## src/rtl/id_operand_stage.sv

```systemverilog
// Decode-stage operand fetch: register file, N-deep forwarding network,
// load-use hazard detection and the registered ID/EX boundary.
module id_operand_stage #(
    parameter int DW     = 32,
    parameter int NREG   = 32,
    parameter int NFWD   = 2,
    parameter int CTRL_W = 12,
    localparam int AW    = $clog2(NREG)
) (
    input  logic                 clk,
    input  logic                 rst_n,
    input  logic                 in_valid,
    input  logic [31:0]          inst,
    input  logic [CTRL_W-1:0]    ctrl_in,
    input  logic                 reg_dst,
    input  logic                 wb_en,
    input  logic [AW-1:0]        wb_addr,
    input  logic [DW-1:0]        wb_data,
    input  logic [NFWD-1:0]      fwd_en,
    input  logic [NFWD*AW-1:0]   fwd_addr,
    input  logic [NFWD*DW-1:0]   fwd_data,
    input  logic [NFWD-1:0]      fwd_load,
    input  logic                 flush,
    output logic                 stall,
    output logic                 out_valid,
    output logic [DW-1:0]        out_da,
    output logic [DW-1:0]        out_db,
    output logic [15:0]          out_imm16,
    output logic [AW-1:0]        out_rt,
    output logic [AW-1:0]        out_wr_addr,
    output logic [CTRL_W-1:0]    out_ctrl
);

    logic [DW-1:0] rf_reg [NREG];

    logic [AW-1:0] rs_addr;
    logic [AW-1:0] rt_addr;
    logic [AW-1:0] rd_addr;
    assign rs_addr = inst[21 +: AW];
    assign rt_addr = inst[16 +: AW];
    assign rd_addr = inst[11 +: AW];

    // Entry 0 is never written, so it stays at its reset value of zero.
    always_ff @(posedge clk or negedge rst_n) begin
        if (!rst_n) begin
            for (int i = 0; i < NREG; i++) begin
                rf_reg[i] <= '0;
            end
        end else if (wb_en && (wb_addr != '0)) begin
            rf_reg[wb_addr] <= wb_data;
        end
    end

    // One resolver per source port: gi=0 is rs (da), gi=1 is rt (db).
    genvar gi;
    generate
        for (gi = 0; gi < 2; gi++) begin : g_port
            localparam int LSB = (gi == 0) ? 21 : 16;
            logic [AW-1:0] addr;
            logic [DW-1:0] data;
            logic          hazard;

            assign addr = inst[LSB +: AW];

            // Walk oldest to newest so the lowest matching index wins last.
            always_comb begin
                data   = rf_reg[addr];
                hazard = 1'b0;
                if (wb_en && (wb_addr == addr)) begin
                    data = wb_data;
                end
                for (int k = NFWD - 1; k >= 0; k--) begin
                    if (fwd_en[k] && (fwd_addr[k*AW +: AW] == addr)) begin
                        data   = fwd_data[k*DW +: DW];
                        hazard = fwd_load[k];
                    end
                end
                if (addr == '0) begin
                    data   = '0;
                    hazard = 1'b0;
                end
            end
        end
    endgenerate

    logic hazard_any;
    logic accept;
    assign hazard_any = g_port[0].hazard | g_port[1].hazard;
    assign stall      = in_valid & ~flush & hazard_any;
    assign accept     = in_valid & ~flush & ~hazard_any;

    logic                out_valid_reg;
    logic [DW-1:0]       out_da_reg;
    logic [DW-1:0]       out_db_reg;
    logic [15:0]         out_imm16_reg;
    logic [AW-1:0]       out_rt_reg;
    logic [AW-1:0]       out_wr_addr_reg;
    logic [CTRL_W-1:0]   out_ctrl_reg;

    // Bubbles only drop valid; payload holds its last accepted value.
    always_ff @(posedge clk or negedge rst_n) begin
        if (!rst_n) begin
            out_valid_reg   <= 1'b0;
            out_da_reg      <= '0;
            out_db_reg      <= '0;
            out_imm16_reg   <= '0;
            out_rt_reg      <= '0;
            out_wr_addr_reg <= '0;
            out_ctrl_reg    <= '0;
        end else if (accept) begin
            out_valid_reg   <= 1'b1;
            out_da_reg      <= g_port[0].data;
            out_db_reg      <= g_port[1].data;
            out_imm16_reg   <= inst[15:0];
            out_rt_reg      <= rt_addr;
            out_wr_addr_reg <= reg_dst ? rd_addr : rt_addr;
            out_ctrl_reg    <= ctrl_in;
        end else begin
            out_valid_reg   <= 1'b0;
        end
    end

    assign out_valid   = out_valid_reg;
    assign out_da      = out_da_reg;
    assign out_db      = out_db_reg;
    assign out_imm16   = out_imm16_reg;
    assign out_rt      = out_rt_reg;
    assign out_wr_addr = out_wr_addr_reg;
    assign out_ctrl    = out_ctrl_reg;

endmodule

```

## config.mk

```make
export PLATFORM = sky130hd
export DESIGN_NAME = id_operand_stage
export DESIGN_NICKNAME = d
export VERILOG_FILES = /design/src/rtl/id_operand_stage.sv
export SDC_FILE = /design/constraint.sdc
export NUM_CORES = 2
export LEC_CHECK = 0
export BUFFER_PORTS_ARGS = -buffer_cell sky130_fd_sc_hd__buf_2
export CORE_UTILIZATION = 67
export CTS_CLUSTER_SIZE = 20
export DETAILED_ROUTE_END_ITERATION = 16
export PLACE_DENSITY = 0.86
export SETUP_SLACK_MARGIN = 0.3
export SKIP_LAST_GASP = 1
export SYNTH_ARGS = -nofsm -noshare
export SYNTH_HDL_FRONTEND = slang
export SYNTH_SLANG_ARGS = --single-unit
```

## constraint.sdc

```tcl
create_clock -name clk -period 5.8 [get_ports clk]
set_input_delay 1.16 -clock clk [delete_from_list [all_inputs] [get_ports clk]]
set_output_delay 1.16 -clock clk [all_outputs]
set_load 0.01 [all_outputs]
```

==> impl_metrics.json <==
{
  "hpwl_um": 109000,
  "ys_seq_area_frac": 0.473,
  "cts_resized": 0,
  "rows": 109,
  "drt_iter0_drc": 5836,
  "worstReg2RegEnd": "out_da[2]$_DFFE_PN0P_",
  "start_kind": "primary input",
  "clk_latency_ns": 0.73,
  "final-hold-violation-count": 0,
  "syn_to_final_growth_pct": 10.4,
  "synth.cell_area_um2": 59600,
  "synth.top_cell.area_share": 0.473,
  "hold_ws_ns": 0.398,
  "core_um2": 88200,
  "antenna_found_initial": 23,
  "die_area_um2": 90100,
  "post-cts-setup-buffers": 0,
  "p_leak_uw": 0.0291,
  "port_buffers": 262,
  "synth.distinct_cells": 47,
  "grt_max_degree": 138,
  "cts_made_buffers": 113,
  "drtPass1Iterations": 6,
  "vias_per_cell": 7.72,
  "powerDensity_nw_per_um2": 351,
  "drive_above_1_share": 0.511,
  "synth.most_common_cell": "dfrtp_1",
  "ioPinCount": 269,
  "synthTopCellsByCount": "1127 x dfrtp_1, 1025 x mux2_2, 495 x mux4_2",
  "post-route-min-period_ns": 5.01,
  "cts_tree": "yes",
  "r2r_start": "rf_reg[450]$_DFFE_PN0P_",
  "cts_hold_buf": 0,
  "cts_sinks": 1127,
  "startpoint": "inst[21]",
  "worstPathRequired_ns": 6.44,
  "drc": 0,
  "cap_violations": 0,
  "overflow": 0,
  "setup_tns_ns": 0,
  "wl_um": 184000,
  "syn_inst": 4032,
  "synth_edf_count": 0,
  "fin_nets": 4223,
  "end_kind": "register",
  "outcome": "completed",
  "ys_seq_elements": 1127,
  "setup_violations": 0,
  "post-route-period-util": 0.863,
  "clock_skew_ns": 0.0234,
  "async_reset_ff_frac": 1.00,
  "worst_pin_slew_ns": 1.36,
  "grt_pass1_wl_um": 274000,
  "synth_top_flop_cell": "dfrtp_1",
  "initial_core_util": 0.675,
  "clk_pin_slew_ns": 0.06,
  "wl_per_cell_um": 34.5,
  "slew_headroom": 0.0931,
  "gp_congestion": 0.875,
  "critPathCapture": "out_da[2]$_DFFE_PN0P_",
  "cp_data_arrival_time_ns": 5.65,
  "syn_nets": 4197,
  "dpl_cell_area_um2": 61900,
  "grt.total_usage": 0.416,
  "cts_buffer_depth": 3,
  "cp_max_fo": 41,
  "hold_path_class": "reg2reg",
  "final_area_um2": 65800,
  "syn_area_per_cell_um2": 14.8,
  "ir_drop_mv": 0.283,
  "dieWidth_um": 300,
  "max_freq_mhz": 200,
  "fin_util": 0.746,
  "maxSlewViolCount": 0,
  "ant_nets": 0,
  "grt_pass1_vias": 41996,
  "r2r_cells": 8,
  "synthTopCellsByArea": "dfrtp_1 47%, mux2_2 19%, mux4_2 19%",
  "h-tree-depth": 3,
  "die_height_um": 300,
  "root_buffer": "clkbuf_16",
  "vias": 41144,
  "ys_warn_count": 0,
  "largest_reg_flops": 1024,
  "r2r_slack_ns": 2.72,
  "path_class": "in2reg",
  "synth_largest_area_cell": "dfrtp_1",
  "rsz0062_at_grt": "false"
}
[report_power, final]
| part | internal [uW] | switching [uW] |
|---|---|---|
| registers | 9370 | 1170 |
| logic | 2800 | 2100 |
| clock network | 4440 | 3230 |
[critical path, cell delays in order]
cell	delay (ns)
buf_8	0.41
xor2_1	0.14
nor4_1	0.52
nand3_1	0.75
nand3_1	0.98
o221ai_1	0.24
o21ai_0	1.03
buf_4	0.26
a22o_1	0.13
[how the worst min path moves through the flow]
stage | from | depth (start not counted) | to
2_1_floorplan | rf_reg[1000]$_DFFE_PN0P_ | 1 | rf_reg[1000]$_DFFE_PN0P_
3_3_place_gp | rf_reg[1012]$_DFFE_PN0P_ | 0 | rf_reg[1012]$_DFFE_PN0P_
3_5_place_dp | rf_reg[1023]$_DFFE_PN0P_ | 0 | rf_reg[1023]$_DFFE_PN0P_
4_1_cts | rf_reg[1005]$_DFFE_PN0P_ | 0 | rf_reg[1005]$_DFFE_PN0P_
5_1_grt | rf_reg[1022]$_DFFE_PN0P_ | 0 | rf_reg[1022]$_DFFE_PN0P_
6_report | rf_reg[997]$_DFFE_PN0P_ | 0 | rf_reg[997]$_DFFE_PN0P_
[layout make-up]
cell class	count	area, um2
diodes	15	37.5
repair buffers	370	2500
clock buffers	168	3360
multi-input cells	2442	29700
inverters	4	16.3
clock inverters	40	522
flip-flops and latches	1127	28200
fillers	5105	22400
well taps	1165	1460
[metal layers]
layer / wire length [um] / track usage
met5: 178 / 0
met4: 12000 / 0.235
met3: 25100 / 0.153
met2: 81100 / 0.597
met1: 65500 / 0.551
[cells in the final DEF (no fill, tap or decap), drive strengths merged, types with 15 or more instances in the layout]
cell type     n
mux4        495
o22ai        95
buf         370
a211o        32
diode        15
o21ai        63
o221ai       20
clkbuf      168
mux2       1026
a221oi       88
nand2        75
nor2        103
a211oi       32
dfrtp      1127
a22o         31
clkinv       25
xor2         20
a22oi        38
o31ai        32
mux2i       233
[through the flow]
step / power, uW / setup slack [ns] / instances
after floorplan: 13700 / 1.90 / 4032
after global placement: 15000 / 0.519 / 5108
after detailed placement: 15400 / 0.416 / 5108
after CTS: 23000 / 1.09 / 5316
after global routing: 23900 / 0.614 / 5324
final: 23100 / 0.794 / 5331
[logic make-up after synthesis]
family	share of synthesized area
multiplexers	0.420
XOR/XNOR	0.00441
buffers and inverters	0.0320
flip-flops	0.473
AND/OR/NAND/NOR	0.0164
AO/OA/AOI/OAI	0.0539
(Power assumes the default switching activity.)
